==> config.mk <==
export PLATFORM = sky130hd
export DESIGN_NAME = muxn_reg
export DESIGN_NICKNAME = d
export VERILOG_FILES = /design/src/rtl/muxn_reg.sv
export SDC_FILE = /design/constraint.sdc
export NUM_CORES = 1
export LEC_CHECK = 0
export ABC_AREA = 1
export CAP_MARGIN = 20
export CORE_UTILIZATION = 54
export DETAILED_ROUTE_END_ITERATION = 8
export DONT_BUFFER_PORTS = 1
export GPL_TIMING_DRIVEN = 0
export PLACE_DENSITY = 0.72
export SLEW_MARGIN = 25
export SYNTH_ARGS = -nofsm -noshare
export SYNTH_HDL_FRONTEND = slang
export SYNTH_SLANG_ARGS = --single-unit
==> constraint.sdc <==
create_clock -name clk -period 1.1 [get_ports clk]
set_clock_uncertainty 0.15 [all_clocks]
set_input_delay 0.055 -clock clk [delete_from_list [all_inputs] [get_ports clk]]
set_output_delay 0.055 -clock clk [all_outputs]
set_load 0.01 [all_outputs]
==> src/rtl/muxn_reg.sv <==
// muxn_reg: N-channel valid/ready multiplexer into a single-entry output register.
// Latency: 1 cycle from accepted input to out_valid; back-to-back words flow with no bubble.
// Backpressure: while out_valid && !out_ready the word holds and every in_ready bit is 0.
//
// Ports:
//   clk, rst_n        - clock (rising edge) and asynchronous active-low reset
//   in_data/in_valid  - N channels, channel i at in_data[i*WIDTH +: WIDTH]
//   in_ready          - one-hot (or zero) accept strobe toward the granted channel
//   sel, mode         - explicit channel select (mode=0) or round-robin (mode=1)
//   out_data/out_chan - registered word and the index of the channel it came from
//   out_valid/ready   - output handshake
//
// Build option: define MUXN_REG_RR_EN to enable round-robin arbitration.
// Without it the mode port is ignored, the block always uses sel, and no
// round-robin pointer exists.
module muxn_reg #(
  parameter int WIDTH = 8,
  parameter int N     = 4,
  parameter int SELW  = $clog2(N)
) (
  input  logic               clk,
  input  logic               rst_n,
  input  logic [N*WIDTH-1:0] in_data,
  input  logic [N-1:0]       in_valid,
  output logic [N-1:0]       in_ready,
  input  logic [SELW-1:0]    sel,
  input  logic               mode,
  output logic [WIDTH-1:0]   out_data,
  output logic [SELW-1:0]    out_chan,
  output logic               out_valid,
  input  logic               out_ready
);

  logic             out_valid_q, out_valid_d;
  logic [WIDTH-1:0] out_data_q,  out_data_d;
  logic [SELW-1:0]  out_chan_q,  out_chan_d;

  logic             can_accept;
  logic             sel_vld;
  logic             grant_vld;
  logic [SELW-1:0]  grant_idx;
  logic [WIDTH-1:0] grant_data;
  logic             xfer;

  // Output register can take a new word when empty or being drained this cycle.
  assign can_accept = !out_valid_q || out_ready;

  // Explicit select: compare against each legal index so that sel >= N
  // simply never matches and produces no grant.
  always_comb begin
    sel_vld = 1'b0;
    for (int i = 0; i < N; i++) begin
      if (sel == SELW'(i) && in_valid[i]) sel_vld = 1'b1;
    end
  end

`ifdef MUXN_REG_RR_EN
  logic [SELW-1:0] ptr_q, ptr_d;
  logic            rr_vld;
  logic [SELW-1:0] rr_idx;

  // Scan distances from farthest to nearest so the valid channel closest to
  // ptr (in wrap-around order) is the last, and therefore winning, assignment.
  // ptr + k < 2N, so the wrap is a single subtraction of N.
  always_comb begin
    rr_vld = 1'b0;
    rr_idx = '0;
    for (int k = N - 1; k >= 0; k--) begin
      for (int i = 0; i < N; i++) begin
        if (in_valid[i] && ((int'(ptr_q) + k == i) || (int'(ptr_q) + k == i + N))) begin
          rr_vld = 1'b1;
          rr_idx = SELW'(i);
        end
      end
    end
  end

  assign grant_vld = mode ? rr_vld : sel_vld;
  assign grant_idx = mode ? rr_idx : sel;

  // Pointer advances past the winner only on a round-robin transfer.
  always_comb begin
    ptr_d = ptr_q;
    if (xfer && mode) begin
      ptr_d = (int'(grant_idx) == N - 1) ? '0 : grant_idx + SELW'(1);
    end
  end

  always_ff @(posedge clk or negedge rst_n) begin
    if (!rst_n) ptr_q <= '0;
    else        ptr_q <= ptr_d;
  end
`else
  logic unused_mode;
  assign unused_mode = mode;
  assign grant_vld   = sel_vld;
  assign grant_idx   = sel;
`endif

  always_comb begin
    grant_data = '0;
    for (int i = 0; i < N; i++) begin
      if (grant_idx == SELW'(i)) grant_data = in_data[i*WIDTH +: WIDTH];
    end
  end

  // rst_n gates the strobe directly: during reset the register reads empty,
  // which would otherwise look like free space.
  assign xfer = rst_n && grant_vld && can_accept;

  always_comb begin
    in_ready = '0;
    for (int i = 0; i < N; i++) begin
      in_ready[i] = xfer && (grant_idx == SELW'(i));
    end
  end

  // Load wins over pop, which gives bubble-free replacement on a
  // simultaneous drain and fill.
  always_comb begin
    out_valid_d = out_valid_q;
    out_data_d  = out_data_q;
    out_chan_d  = out_chan_q;
    if (xfer) begin
      out_valid_d = 1'b1;
      out_data_d  = grant_data;
      out_chan_d  = grant_idx;
    end else if (out_ready) begin
      out_valid_d = 1'b0;
    end
  end

  always_ff @(posedge clk or negedge rst_n) begin
    if (!rst_n) begin
      out_valid_q <= 1'b0;
      out_data_q  <= '0;
      out_chan_q  <= '0;
    end else begin
      out_valid_q <= out_valid_d;
      out_data_q  <= out_data_d;
      out_chan_q  <= out_chan_d;
    end
  end

  assign out_valid = out_valid_q;
  assign out_data  = out_data_q;
  assign out_chan  = out_chan_q;

endmodule
# Word-level counts from Yosys, hierarchy flattened
# Cells that the tools add are included.
op_classes:
  n_eq_ne: 3
  n_mux: 10
  n_reduce_logical: 14
op_table:
  columns: ["op", "n"]
  rows:
  - ["$mux 8", 4]
  - ["$logic_and 1x1->1", 10]
  - ["$mux 1", 6]
  - ["$eq 2x2->1 const B", 2]
  - ["$eq 2x1->1 const B", 1]
  - ["$logic_not 2->1", 1]
  - ["$reduce_bool 2->1", 1]
  - ["$logic_not 1->1", 1]
  - ["$logic_or 1x1->1", 1]
word_totals:
  register_bits: 11
  in_bits: 42
  word_cells: 30

# Logic depth before layout (Yosys ltp)
logic_depth:
  ltp_word: 9
  ltp_mapped: 9

# Worst setup path after synthesis
# No wires, ideal clock.
synth_path:
  kind: "register to register"
  from: "register out_valid_q, in the netlist out_valid"
  to: "register out_data_q[0], in the netlist out_data[0]"
  setup_time_ns: 0.066
  t_arrival_ns: 0.989
  t_required_ns: 0.884
  setup_slack_ns: -0.105
  stages_incl_launch_ff: 5
  synth_period_minus_slack_ns: 1.205
  cell_sequence: "dfrtp_1 > nand2_1 > clkbuf_1 > nand3_1 > nand2_1"
synth_between:
  elab_chain_len: 3
synth_rtl:
  columns: ["item", "line_no", "text"]
  rows:
  - ["start, declared", "34", "logic out_valid_q, out_valid_d;"]
  - ["start signal, assigned", "139", "out_valid_q <= out_valid_d;"]
  - ["$logic_not 1->1", "46", "assign can_accept = !out_valid_q || out_ready;"]
  - ["$logic_or 1x1->1", "46", null]
  - ["$logic_and 1x1->1", "109", "assign xfer = rst_n && grant_vld && can_accept;"]
  - ["end signal, assigned", "140", "out_data_q <= out_data_d;"]
  - ["end, declared", "35", "logic [WIDTH-1:0] out_data_q, out_data_d;"]
# Every way passes these cells.
# A chain may end at the register's enable or synchronous reset.

# Final worst setup path
layout_path:
  from: "register out_valid_q, in the netlist out_valid"
  to: "output port in_ready[2]"
layout_between:
  elab_chain_len: 4
layout_rtl:
  columns: ["item", "line_no", "text"]
  rows:
  - ["$logic_not 1->1", "46", null]
  - ["$logic_or 1x1->1", "46", null]
  - ["$logic_and 1x1->1", "109", null]
  - ["$logic_and 1x1->1", "114", "in_ready[i] = xfer && (grant_idx == SELW'(i));"]
  - ["end, declared", "25", "output logic [N-1:0] in_ready,"]
# Every way passes these cells.

==> impl_metrics.ini <==
[pwr]
netSwitchingPower_mw = 0.512
peakVddDrop_uv = 1080
comb_power_share_pct = 33.0
p_seq_share_pct = 45.5
p_leak_nw = 0.569
p_per_area_nw_per_um2 = 1080
p_int_mw = 0.843
switching_share_pct = 37.8
p_clk_share_pct = 21.5

[run]
drv_cap = 0

[synthesis]
synthCells = 114
synth_cell_type_count = 14
yosysSeqAreaShare_pct = 33.7
synth-seq-cells = 11
synthesis.area_sq_um = 816
yosysWarnings = 0
postSynthAreaPerCell_sq_um = 7.16
synth_nets = 156

[place]
hpwl_mm = 1.45
port_buffers = 0
dp_worst_setup_slack_ns = -0.0868
placed_cells = 129
gp_congestion = 0.817

[floorplan]
ios = 57
rows = 13
dieWidth_um = 40.9
core_sq_um = 1350
initial_utilization_pct = 60.4
die_h_um = 40.9
die_area_sq_um = 1670

[worst_setup_path]
reg2reg_depth = 6
cp_max_fo = 5
required_ns = 0.89
cp_num_buf_inv = 1
criticalPathCategory = reg2out
arrival_ns = 1.20
crit_family = flip-flops
crit_path_max_incr_delay_ns = 0.44
crit_path_start_kind = flop
reg2reg_slack_ns = -0.26
reg2reg_from = out_valid
rr_endpoint = out_data[5]
endpoint_kind = output pin
crit_chain = nand2_2, nand3_4, buf_12, nor2_4
slowest_stage = dfrtp_1

[clock_tree]
clock-root-buffer = clkbuf_4
worstSkewPairLatency_ns = 0.28
cts_made_buffers = 3
htreeDepth = 1
cts_tree = done
clkSlewWorstSetupHoldPaths_ns = 0.08
clock_sinks = 11
clock_path_buffers = 2

[drt]
vias = 1109
drt-vias-per-instance = 6.56
wl_mm = 3.35
route.detailed.wl_per_inst_um = 19.8
ant_nets = 0
firstDrtPassIters = 6
drc_errors = 0
drtIter0Drc = 74

[timing]
timing.fmax_mhz = 713
rsz0062_at_grt = yes
hold_viol_final = 2
fin_ws_ns = -0.303
maxSlewHeadroom_pct = 66.5
fin_hold_ws_ns = -0.0107
setup_viol = 15
drv_slew = 0
fin_crit_ns = 1.40
fin_crit_sh_pct = 128
worst_pin_slew_ns = 0.501

[finish]
multi_input_area_sq_um = 488
antennaDiodeCount = 0
final_cells = 169
area_growth_pct = 53.1
fill_cells = 54
drive_gt1_share_pct = 21.4
final-seq-area_sq_um = 275
utilization_pct = 92.5
nets = 197

[outcome]
status = complete, but fails checks
violations = hold timing, setup timing

[global_route]
grt_pass1_vias = 889
grtUsageTotal_pct = 36.1
grt.overflow.total = 0
antenna_found_initial = 0
grt_pass1_wl_mm = 3.78
grt_start_max_net_pins = 14

[hold_path]
hold_depth = 4
min_to = out_data[7]
hp-class = in2reg
hold_start = in_data[31]
-- stage by stage --
stage          TNS (ns)  power (mW)  area, sq um
2_1_floorplan   -0.0282       0.832          820
3_3_place_gp     -0.643       0.879          838
3_5_place_dp     -0.767       0.888          838
4_1_cts           -2.51        1.26         1130
5_1_grt           -3.88        1.41         1250
6_report          -3.59        1.35         1250
-- cell usage after synthesis, drive strengths merged --
cell | count | share of area [%]
clkbuf | 1 | 0.46
nand3 | 38 | 25
inv | 7 | 3.2
nor2 | 7 | 6.3
nand4 | 8 | 6.1
nand2 | 37 | 20
buf | 5 | 5.5
dfrtp | 11 | 34
-- cell usage in the layout (no fill, tap or decap) --
cell / instances
dfrtp_1: 11
buf_4: 7
inv_1: 3
dlygate4sd3_1: 33
inv_2: 4
nand4_1: 8
clkbuf_4: 3
nand3_1: 37
clkbuf_1: 1
nor2_4: 6
nand3_4: 1
nand2_1: 27
nor2_1: 1
buf_12: 1
buf_6: 1
nand2_2: 10
-- metal layers --
metal	wire (um)	global-route usage [%]	vias up
li1	-	-	467
met1	1060	39.1	498
met2	1710	60.2	124
met3	414	13.6	20
met4	168	19.2	0
met5	0	0	-
-- cell type report --
cell class              instances  share of cell area (%)
plain buffers                   5                    4.01
repair buffers                 37                    29.2
flip-flops and latches         11                    22.0
clock buffers                   4                    2.10
well taps                      15                    1.50
inverters                       7                    2.10
multi-input cells              90                    39.1
-- worst reg2reg max path, cell delays in order (launching register included) --
cell	delay (ns)
dfrtp_1	0.44
nand2_2	0.12
nand3_4	0.10
buf_12	0.15
buf_4	0.16
nand2_2	0.06
nand2_1	0.07
-- state kept, by name, indices dropped and copies added (netlist names) --
name and count:
out_data 8, out_valid 1, out_chan 2
-- worst max-delay path by stage --
stage | from | to | depth (start not counted)
after global placement | out_valid | out_data[0] | 5
after CTS | out_valid | in_ready[3] | 4
final | out_valid | in_ready[2] | 4
after detailed placement | out_valid | out_data[1] | 5
after global routing | out_valid | in_ready[2] | 4
after floorplan | out_valid | out_chan[0] | 5
-- power groups by stage --
stage	sequential (mW)	clock [mW]	combinational, mW
floorplan	0.603	0	0.229
global placement	0.616	0	0.263
detailed placement	0.619	0	0.269
CTS	0.611	0.292	0.355
global route	0.625	0.307	0.473
finish	0.616	0.292	0.447
-- repair_timing --
item / in CTS / in global routing
endpoints found under the hold margin: 22 / 15
endpoints found under the setup margin: 14 / 15
gates resized for setup: 5 / 1
hold buffers: 22 / 11
pin swaps: 2 / 1
setup buffers: 3 / 1
-- cell families after synthesis --
group                  share of synthesized area, %
and+or+nand+nor                                57.1
buffers and inverters                          9.20
DFF                                            33.7
Note: power is estimated with default switching activity, not from simulation.
